**config.mk**
```make
export PLATFORM = sky130hd
export DESIGN_NAME = booth_multiplier_seq
export DESIGN_NICKNAME = d
export VERILOG_FILES = /design/src/rtl/booth_multiplier_seq.sv
export SDC_FILE = /design/constraint.sdc
export NUM_CORES = 1
export LEC_CHECK = 0
export BUFFER_PORTS_ARGS = -buffer_cell sky130_fd_sc_hd__buf_2
export CAP_MARGIN = 20
export CELL_PAD_IN_SITES_DETAIL_PLACEMENT = 1
export CELL_PAD_IN_SITES_GLOBAL_PLACEMENT = 1
export CORE_ASPECT_RATIO = 1.4
export CORE_MARGIN = 3
export CORE_UTILIZATION = 35
export DETAILED_ROUTE_END_ITERATION = 8
export GPL_TIMING_DRIVEN = 0
export MAX_ROUTING_LAYER = met4
export PLACE_DENSITY_LB_ADDON = 0.3
export SLEW_MARGIN = 10
export SYNTH_ARGS = -nofsm -noshare
export SYNTH_HDL_FRONTEND = slang
export SYNTH_SLANG_ARGS = --single-unit
```
**constraint.sdc**
```tcl
create_clock -name clk -period 3.5 [get_ports clk]
set_input_delay 0.35 -clock clk [delete_from_list [all_inputs] [get_ports clk]]
set_output_delay 0.35 -clock clk [all_outputs]
set_load 0.02 [all_outputs]
```
**src/rtl/booth_multiplier_seq.sv**
```systemverilog
// booth_multiplier_seq: sequential radix-2 Booth multiplier, one Booth step per clock.
// Operands are widened to WIDTH+1 bits (sign- or zero-extended), so a single
// signed Booth datapath covers both signed and unsigned operations.
// Optional macro BOOTH_ZERO_BYPASS_EN: a zero operand skips the Booth steps
// and the (zero) product appears one cycle after acceptance.
module booth_multiplier_seq #(
   parameter int WIDTH = 16
) (
   input  logic                 clk,
   input  logic                 reset,
   input  logic                 in_valid,
   output logic                 in_ready,
   input  logic                 is_signed,
   input  logic [WIDTH-1:0]     multiplicand,
   input  logic [WIDTH-1:0]     multiplier,
   output logic                 out_valid,
   input  logic                 out_ready,
   output logic [2*WIDTH-1:0]   product,
   output logic                 step_add,
   output logic                 step_sub
);

   localparam int W1 = WIDTH + 1;
   localparam int CW = $clog2(W1 + 1);

   typedef enum logic [1:0] {
      IDLE = 2'd0,
      RUN  = 2'd1,
      DONE = 2'd2
   } state_t;

   state_t            state_q, state_d;
   logic [W1-1:0]     accA_q, accA_d;
   logic [W1-1:0]     regQ_q, regQ_d;
   logic              qMinus1_q, qMinus1_d;
   logic [W1-1:0]     regM_q, regM_d;
   logic [CW-1:0]     stepCnt_q, stepCnt_d;
   logic [2*WIDTH-1:0] product_q, product_d;
   logic              outValid_q, outValid_d;

   logic [W1-1:0]     extM;
   logic [W1-1:0]     extQ;
   logic [W1-1:0]     sum;
   logic [W1-1:0]     shiftA;
   logic [W1-1:0]     shiftQ;
   logic              zeroOperand;

   // Widen operands, pick the Booth add/subtract and form the shifted {A,Q}.
   always_comb begin
      extM   = {is_signed & multiplicand[WIDTH-1], multiplicand};
      extQ   = {is_signed & multiplier[WIDTH-1], multiplier};
      sum    = accA_q;
      if ({regQ_q[0], qMinus1_q} == 2'b01) begin
         sum = accA_q + regM_q;
      end else if ({regQ_q[0], qMinus1_q} == 2'b10) begin
         sum = accA_q - regM_q;
      end
      shiftA = {sum[W1-1], sum[W1-1:1]};
      shiftQ = {sum[0], regQ_q[W1-1:1]};
`ifdef BOOTH_ZERO_BYPASS_EN
      zeroOperand = (multiplicand == '0) || (multiplier == '0);
`else
      zeroOperand = 1'b0;
`endif
   end

   // Debug strobes reflect the decode of the step happening this cycle; the
   // two decodes are mutually exclusive so the strobes can never overlap.
   always_comb begin
      step_add = (state_q == RUN) && ({regQ_q[0], qMinus1_q} == 2'b01);
      step_sub = (state_q == RUN) && ({regQ_q[0], qMinus1_q} == 2'b10);
   end

   // Next-state and datapath control; every register holds unless a state
   // below decides otherwise.
   always_comb begin
      state_d    = state_q;
      accA_d     = accA_q;
      regQ_d     = regQ_q;
      qMinus1_d  = qMinus1_q;
      regM_d     = regM_q;
      stepCnt_d  = stepCnt_q;
      product_d  = product_q;
      outValid_d = outValid_q;
      unique case (state_q)
         IDLE: begin
            if (in_valid) begin
               accA_d    = '0;
               qMinus1_d = 1'b0;
               state_d   = RUN;
               if (zeroOperand) begin
                  // A zero operand collapses to one do-nothing step: with M and
                  // Q cleared the decode is 00, so no strobes fire and the
                  // product is 0 one cycle later.
                  regM_d    = '0;
                  regQ_d    = '0;
                  stepCnt_d = CW'(1);
               end else begin
                  regM_d    = extM;
                  regQ_d    = extQ;
                  stepCnt_d = CW'(W1);
               end
            end
         end
         RUN: begin
            accA_d    = shiftA;
            regQ_d    = shiftQ;
            qMinus1_d = regQ_q[0];
            stepCnt_d = stepCnt_q - CW'(1);
            if (stepCnt_q == CW'(1)) begin
               product_d  = {shiftA[WIDTH-2:0], shiftQ};
               outValid_d = 1'b1;
               state_d    = DONE;
            end
         end
         DONE: begin
            if (out_ready) begin
               outValid_d = 1'b0;
               state_d    = IDLE;
            end
         end
         default: begin
            state_d = IDLE;
         end
      endcase
   end

   // State register; reset drops any in-flight operation without output.
   always_ff @(posedge clk) begin
      if (reset) begin
         state_q    <= IDLE;
         accA_q     <= '0;
         regQ_q     <= '0;
         qMinus1_q  <= 1'b0;
         regM_q     <= '0;
         stepCnt_q  <= '0;
         product_q  <= '0;
         outValid_q <= 1'b0;
      end else begin
         state_q    <= state_d;
         accA_q     <= accA_d;
         regQ_q     <= regQ_d;
         qMinus1_q  <= qMinus1_d;
         regM_q     <= regM_d;
         stepCnt_q  <= stepCnt_d;
         product_q  <= product_d;
         outValid_q <= outValid_d;
      end
   end

   assign in_ready  = (state_q == IDLE);
   assign out_valid = outValid_q;
   assign product   = product_q;

endmodule

```
## Word-level counts from Yosys, hierarchy flattened

Cells that the tools add are included.
Widths: inputs -> output; s select.

| storage, ports and cells | value |
|---|---|
| bits in registers | 92 |
| output and inout port bits | 36 |
| logic and storage cells | 48 |
| bits of input ports | 37 |

| operators by class | value |
|---|---|
| eq/ne operators | 8 |
| add/sub/neg operators | 3 |
| reductions and logical operators | 10 |
| bitwise operators | 2 |
| muxes and demuxes | 17 |

Operators with widths:

| kind | count |
|---|---|
| $mux 17 | 4 |
| $pmux 17 s2 | 2 |
| $add 17x17->17 | 1 |
| $sub 17x17->17 | 1 |
| $pmux 5 s2 | 1 |
| $mux 2 | 3 |
| $pmux 2 s3 | 1 |
| $reduce_and 2->1 | 3 |
| $reduce_and 3->1 | 2 |
| $eq 5x1->1 const B | 1 |
| $mux 5 | 1 |
| $sub 5x1->5 const B | 1 |
| $eq 2x1->1 const B | 2 |
| $eq 2x2->1 const B | 2 |
| $ne 2x2->1 const B | 2 |
| $pmux 1 s2 | 2 |
| $reduce_bool 2->1 | 2 |
| $mux 1 | 3 |
| $and 1x1->1 | 2 |
| $logic_and 1x1->1 | 2 |
| $logic_not 2->1 | 1 |
| $ne 2x1->1 const B | 1 |

## Longest topological paths before layout

Gate-level depths: netlist of run 1.

| depth | value |
|---|---|
| depth after elaboration | 4 |
| mapped depth | 13 |
| mapped depth without buffers | 13 |

## Least setup slack after synthesis of run 1

OpenSTA, ideal clock, no wires.

| timing | value |
|---|---|
| path kind | reg2reg |
| start | reg accA_q[1] |
| end | reg accA_q[11] |
| buffers on the path | 0 |
| slack | 0.802 ns |
| setup time | 0.073 ns |
| required time | 3.427 ns |
| arrival | 2.625 ns |
| clock period less this slack | 2.698 ns |
| cell stages (with the launch flop) | 12 |
| path through | dfxtp_1 -> inv_1 -> fa_1 -> nor2_4 -> o311a_4 -> nor3_4 -> o41ai_4 -> a21boi_4 -> o31ai_2 -> mux2_4 -> o221a_1 -> nor3_2 |

| on the way | value |
|---|---|
| word-level cells in the longest chain between the ends | 4 |
| elaborated cells on any way between the ends | 5 |
| those cells by class | add/sub (2); mux (3) |

Ends and longest elaborated chain:

| what | line | text |
|---|---|---|
| start, declared | 33 | `logic [W1-1:0] accA_q, accA_d;` |
| start signal, assigned | 132 | `accA_q <= '0;` |
| start signal, assigned | 141 | `accA_q <= accA_d;` |
| $sub 17x17->17 | 56 | `sum = accA_q - regM_q;` |
| $mux 17 | 55 | `end else if ({regQ_q[0], qMinus1_q} == 2'b10) begin` |
| $mux 17 * | 53 | `if ({regQ_q[0], qMinus1_q} == 2'b01) begin` |
| $pmux 17 s2 * | 85 | `unique case (state_q)` |

Mark *: on every way between the ends. The rest lies on a longest branch, timed or not.
A chain may end at the register's enable or synchronous reset.

## Worst setup path after layout of run 1

Ends and elaborated chain as after synthesis.

==> impl_metrics.csv, run 1 <==
group,metric,value,unit
critical_path,cp_max_fo,7,
layout,multi_input_area,3240,sq um
global_route,grt_usage,23.6,%
synth,syn_avg_cell_area,7.63,sq um
sta,layout_worst_path_cycle_share,91.2,%
placed_design,routabilityCongestion,0.909,
die,die_h,153,um
min_path,hold_path_class,"input port to flop",
critical_path,critPathMaxStageDelay,0.52,ns
layout,utilization,41.8,%
global_route,grt_pass1_wl,31300,um
layout,area_growth,16.6,%
synth,yosys.area_share.simple,20.0,%
run_status,outcome,"complete, no violations",
sta,timing.fmax,313,MHz
layout,diodes,0,
sta,tns,0,ns
synth,syn_nets,780,
cts,htree_num_levels,3,
layout,fill_cells,1876,
global_route,grt.overflow.total,0,
synth,yosysUniqueCellTypes,72,
global_route,grt_pass1_vias,5842,
routing,totalWireLength,19500,um
critical_path,cp_data_required_time,3.79,ns
synth,synth_top_area_share,33.8,%
placed_design,placed_area,6000,sq um
synth,synthMuxAreaShare,0.858,%
cts,tritoncts.num_buffers,9,
synth,synth-async-reset-ratio,0,%
die,io_pins,73,
layout,seq_area,1820,sq um
cts,clkLatencyLatePin,0.36,ns
synth,synth_edf_count,0,
sta,slew_violations,0,
critical_path,worst_ep_arrival_time,3.48,ns
critical_path,worst_setup_path_end_kind,"flop",
routing,wl_per_cell,19.7,um
synth,synth_top_family_by_area,"compound AO/OA/AOI/OAI gates",
sta,max_slew_margin,47.1,%
global_route,antenna_found_initial,0,
routing,drc,0,
synth,synth_xor_area_share,3.41,%
critical_path,cp_slowest_cell,"fa_1",
power_and_ir_drop,irDropWorstVdd,0.338,mV
power_and_ir_drop,power,2900,uW
placed_design,portBuffers,72,
synth,synth_warnings,0,
global_route,grt_max_degree,16,
cts,clock_sinks,91,
sta,finClkSkew,0.00810,ns
layout,drive_above_1_share,14.3,%
cts,clk_pin_slew,0.07,ns
sta,finalSetupViolations,0,
placed_design,place_hpwl,15000,um
synth,ys.flop_type,"dfxtp_1",
routing,drtIter0Drc,309,
critical_path,cp-start-kind,"flop",
power_and_ir_drop,power.density,462,nW/um^2
synth,synth.ff_latch_count,91,
cts,ctsHoldBuffers,0,
synth,synth_compound_area_share,26.9,%
cts,cts_tree,"yes",
die,rows,53,
cts,clockBufferDepth,2,
flow_run,maxCapViolCount,0,
sta,rsz0062_at_grt,"false",
critical_path,crit_chain,"inv_1 > fa_1 > nor2_4 > o311a_4 > nor3_4 > o41ai_4 > a21boi_4 > o31ai_2 > mux2_4 > o221a_1 > nor3_2",
critical_path,crit_type,"flop to flop",
routing,ant_nets,0,
synth,ys_seq_area_share,33.8,%
die,die_w,111,um
synth,yosysTopAreaCell,"dfxtp_1",
routing,vias,5474,
synth,synth_fa_ha_area_share,8.81,%
synth,synthesis.area,5400,sq um
sta,hold_violations,0,
die,dieArea,17000,sq um
sta,finalCriticalPeriod,3.19,ns
die,start_util,35.8,%
routing,viasPerCell,5.55,
layout,final_net_count,863,
routing,drt_pass1_iterations,6,
sta,worst_pin_slew,0.794,ns
synth,syn_inst,707,
critical_path,reg2reg_slack,0.31,ns
cts,post_cts_resized,0,
cts,root_buffer,"clkbuf_16",
cts,cts_setup_buffers,0,
layout,final_area,6290,sq um
power_and_ir_drop,leakage,0.00255,uW
die,core,15100,sq um
synth,synthTopCellsByArea,"dfxtp_1 34%, a21oi_1 9.2%, nand2_1 8.1%",
## worst max-delay path: cells and delay by family (launching register included)
family | cells | cell delay [ns]
multiplexers | 1 | 0.35
AND/OR/NAND/NOR | 3 | 0.34
flip-flops | 1 | 0.48
buffers and inverters | 1 | 0.12
AO/OA/AOI/OAI | 5 | 1.30
adder cells (fa/ha/maj) | 1 | 0.52
## cell usage after synthesis (5+ instances only)
master and count:
a211oi_1 10, a21oi_1 99, a22oi_1 21, a31oi_1 15
buf_1 6, buf_2 6, clkbuf_1 29, dfxtp_1 91
ha_1 34, inv_1 40, nand2_1 117, nand2b_1 8
nand3_1 15, nor2_1 60, nor2b_1 5, nor3_1 12
o21ai_0 29, o21bai_1 8, xnor2_1 16, xor2_1 5
## placed cells by master (no fill, tap or decap), drive strengths merged, types with 21 or more instances in the layout
| cell | synthesis | final |
|---|---|---|
| a21oi | 99 | 99 |
| a22oi | 21 | 21 |
| buf | 14 | 86 |
| clkbuf | 30 | 41 |
| dfxtp | 91 | 91 |
| ha | 34 | 34 |
| inv | 40 | 42 |
| nand2 | 117 | 117 |
| nor2 | 62 | 62 |
| o21ai | 32 | 32 |
## per-stage QoR
step / hold slack [ns] / setup WS (ns) / std cells
after floorplan: 0.445 / 0.802 / 707
after global routing: 0.230 / 0.199 / 987
final: 0.223 / 0.310 / 987
after detailed placement: 0.447 / 0.333 / 971
after CTS: 0.223 / 0.300 / 987
after global placement: 0.441 / 0.405 / 971
## metal layers
layer	routed length, um	track usage [%]	vias to the layer above	share of wire, %
met5	0	-	-	0
met4	514	8.80	0	2.6
met3	601	3.13	33	3.1
met2	10300	42.7	124	53
met1	8070	26.4	2687	41
li1	-	-	2630	-
## path summary, 6_finish.rpt
path              depth (start not counted)             from    endpoint
hold / removal                            3  multiplicand[0]   regM_q[0]
hold reg to reg                           2       product[1]  product[1]
setup reg to reg                         11        accA_q[1]  accA_q[11]
setup / recovery                         11        accA_q[1]  accA_q[11]
## state kept, by name (all words and copies together), names as in the netlist
name       flops
out_valid      1
product       32
regM_q        17
stepCnt_q      5
state_q        2
qMinus1_q      1
accA_q        16
regQ_q        17
## power breakdown
part | switching (uW) | total, uW | internal [uW]
logic | 474 | 729 | 254
clock network | 464 | 1020 | 561
registers | 58.3 | 1150 | 1090
## final cells by class
class,count,share of cell area (%)
multi-input combinational,532,51.4
sequential,91,29.0
timing repair buffer,72,5.73
tap,192,3.82
clock buffer,11,3.70
buffer,44,3.00
inverter,40,2.39
clock inverter,5,0.975
## cell families after synthesis
family,after synthesis
xor+xnor,21
compound gates,227
buf+inv,84
flops,91
simple gates,243
fa+ha+maj,37
mux,4
(Power assumes the default switching activity.)
==> run 2: changes to the inputs <==
- CAP_MARGIN: 20 -> default
- clock period: 3.5 -> 3.2 ns (I/O delays scaled with it)
==> run 2 against run 1 <==
  * Critical path type unchanged
  * Final area rose by 0.54%
  * Setup slack got worse by 0.20 ns
  * First-iteration DRC count fell by 17%
  * Total power rose by 9.4%
  * Critical endpoint unchanged
  * Sequential cell count did not move
  * Largest cell class unchanged
  * Non-clock buffer count rose by 2
  * Via count rose by 0.11%
  * Clock skew barely moved
  * Hold slack got worse by 0.027 ns
  * Combinational power rose by 9.6%
  * Register-to-register slack got worse by 0.20 ns
  * Largest power group unchanged
==> impl_metrics.csv, run 2 (synthesis gave the netlist of run 1 again) <==
group,metric,value,unit
power_and_ir_drop,irDropWorstVdd,0.370,mV
cts,ctsHoldBuffers,0,
die,rows,53,
flow_run,maxCapViolCount,0,
critical_path,crit_chain,"ha_1 > inv_1 > fa_1 > nor2_4 > o311a_4 > nor3_4 > o41ai_4 > buf_4 > a21boi_4 > o31ai_4 > mux2_4 > o221a_1 > nor3_2",
routing,wl_per_cell,19.7,um
critical_path,critPathMaxStageDelay,0.45,ns
routing,drc,0,
layout,diodes,0,
layout,final_net_count,865,
placed_design,placed_area,6000,sq um
critical_path,worst_setup_path_end_kind,"flop",
cts,htree_num_levels,3,
routing,ant_nets,0,
routing,totalWireLength,19500,um
cts,root_buffer,"clkbuf_16",
critical_path,worst_ep_arrival_time,3.38,ns
global_route,antenna_found_initial,0,
critical_path,cp_slowest_cell,"fa_1",
layout,final_area,6320,sq um
critical_path,cp_max_fo,5,
layout,final_cell_mix,"117 x nand2_1, 99 x a21oi_1, 91 x dfxtp_1",
layout,fill_cells,1874,
placed_design,portBuffers,72,
cts,tritoncts.num_buffers,9,
layout,area_growth,17.2,%
sta,timing.fmax,323,MHz
layout,drive_above_1_share,14.8,%
die,dieArea,17000,sq um
die,die_w,111,um
sta,layout_worst_path_cycle_share,96.7,%
global_route,grt_max_degree,16,
routing,viasPerCell,5.54,
cts,cts_tree,"yes",
global_route,grt_pass1_wl,31300,um
placed_design,place_hpwl,15000,um
layout,final_common_cell,"nand2_1",
die,core,15100,sq um
routing,drtIter0Drc,255,
die,start_util,35.8,%
cts,clkLatencyLatePin,0.36,ns
cts,clockBufferDepth,2,
routing,drt_pass1_iterations,5,
die,die_h,153,um
global_route,grt_pass1_vias,5842,
sta,finalCriticalPeriod,3.09,ns
sta,finClkSkew,0.00816,ns
run_status,outcome,"complete, no violations",
global_route,grt_usage,23.6,%
sta,tns,0,ns
critical_path,crit_type,"flop to flop",
power_and_ir_drop,power.density,503,nW/um^2
min_path,hold_path_class,"input port to flop",
die,io_pins,73,
sta,hold_violations,0,
routing,vias,5480,
sta,worst_pin_slew,0.789,ns
placed_design,routabilityCongestion,0.909,
layout,largest_reg_flops,32,
sta,finalSetupViolations,0,
cts,clk_pin_slew,0.07,ns
critical_path,cp-start-kind,"flop",
sta,fin_hold_ws,0.196,ns
sta,max_slew_margin,47.4,%
power_and_ir_drop,leakage,0.00256,uW
sta,slew_violations,0,
cts,clock_sinks,91,
critical_path,cp_data_required_time,3.49,ns
global_route,grt.overflow.total,0,
run 2: changes by cell type in the layout (fill, tap and decap cells not counted), sizes merged:
cell	before	now
buf	86	88
run 2: layout make-up:
type                    instances  area [sq um]  share of cell area, %
multi-input cells             532          3250                   51.5
repair buffers                 74           375                   5.93
clock buffers                  11           233                   3.68
flip-flops and latches         91          1820                   28.8
well taps                     192           240                   3.80
inverters                      40           150                   2.37
plain buffers                  44           189                   2.99
clock inverters                 5          61.3                  0.969
run 2: path summary, 6_finish.rpt:
kind / startpoint / end / slack, ns / depth (start not counted)
max: accA_q[0] / accA_q[11] / 0.11 / 13
min: multiplicand[0] / regM_q[0] / 0.20 / 3
max reg2reg: accA_q[0] / accA_q[11] / 0.11 / 13
min reg2reg: product[1] / product[1] / 0.45 / 2
run 2: stage by stage:
step | total power, uW | instances | setup WS, ns | util, %
floorplan | 1820 | 707 | 0.502 | -
global placement | 2050 | 971 | 0.105 | 39.8
detailed placement | 2070 | 971 | 0.0330 | 39.8
CTS | 3180 | 987 | 0.000451 | 41.8
global route | 3340 | 989 | -0.0272 | 42.0
finish | 3180 | 989 | 0.105 | 42.0
run 2: where the power goes:
group	switching, uW	internal [uW]
combinational	519	280
clock	507	613
sequential	63.8	1200
run 2: timing repair:
action / 4_1_cts / 5_1_grt
buffers inserted: 0 / 2
endpoints found under the setup margin: 0 / 4
gates resized for setup: 0 / 3
run 2: critical path: cells and delay by family (launching register included):
family / cells / cell delay, ns
AOI/OAI and AO/OA: 5 / 1.03
adders and majority gates: 2 / 0.65
DFF: 1 / 0.41
muxes: 1 / 0.34
and+or+nand+nor: 3 / 0.34
buffers and inverters: 2 / 0.26
run 2: metal layers:
metal	track usage (%)	wire [um]	vias up
li1	-	-	2635
met1	26.4	7830	2668
met2	42.7	10300	142
met3	3.13	797	35
met4	8.80	503	0
met5	-	0	-
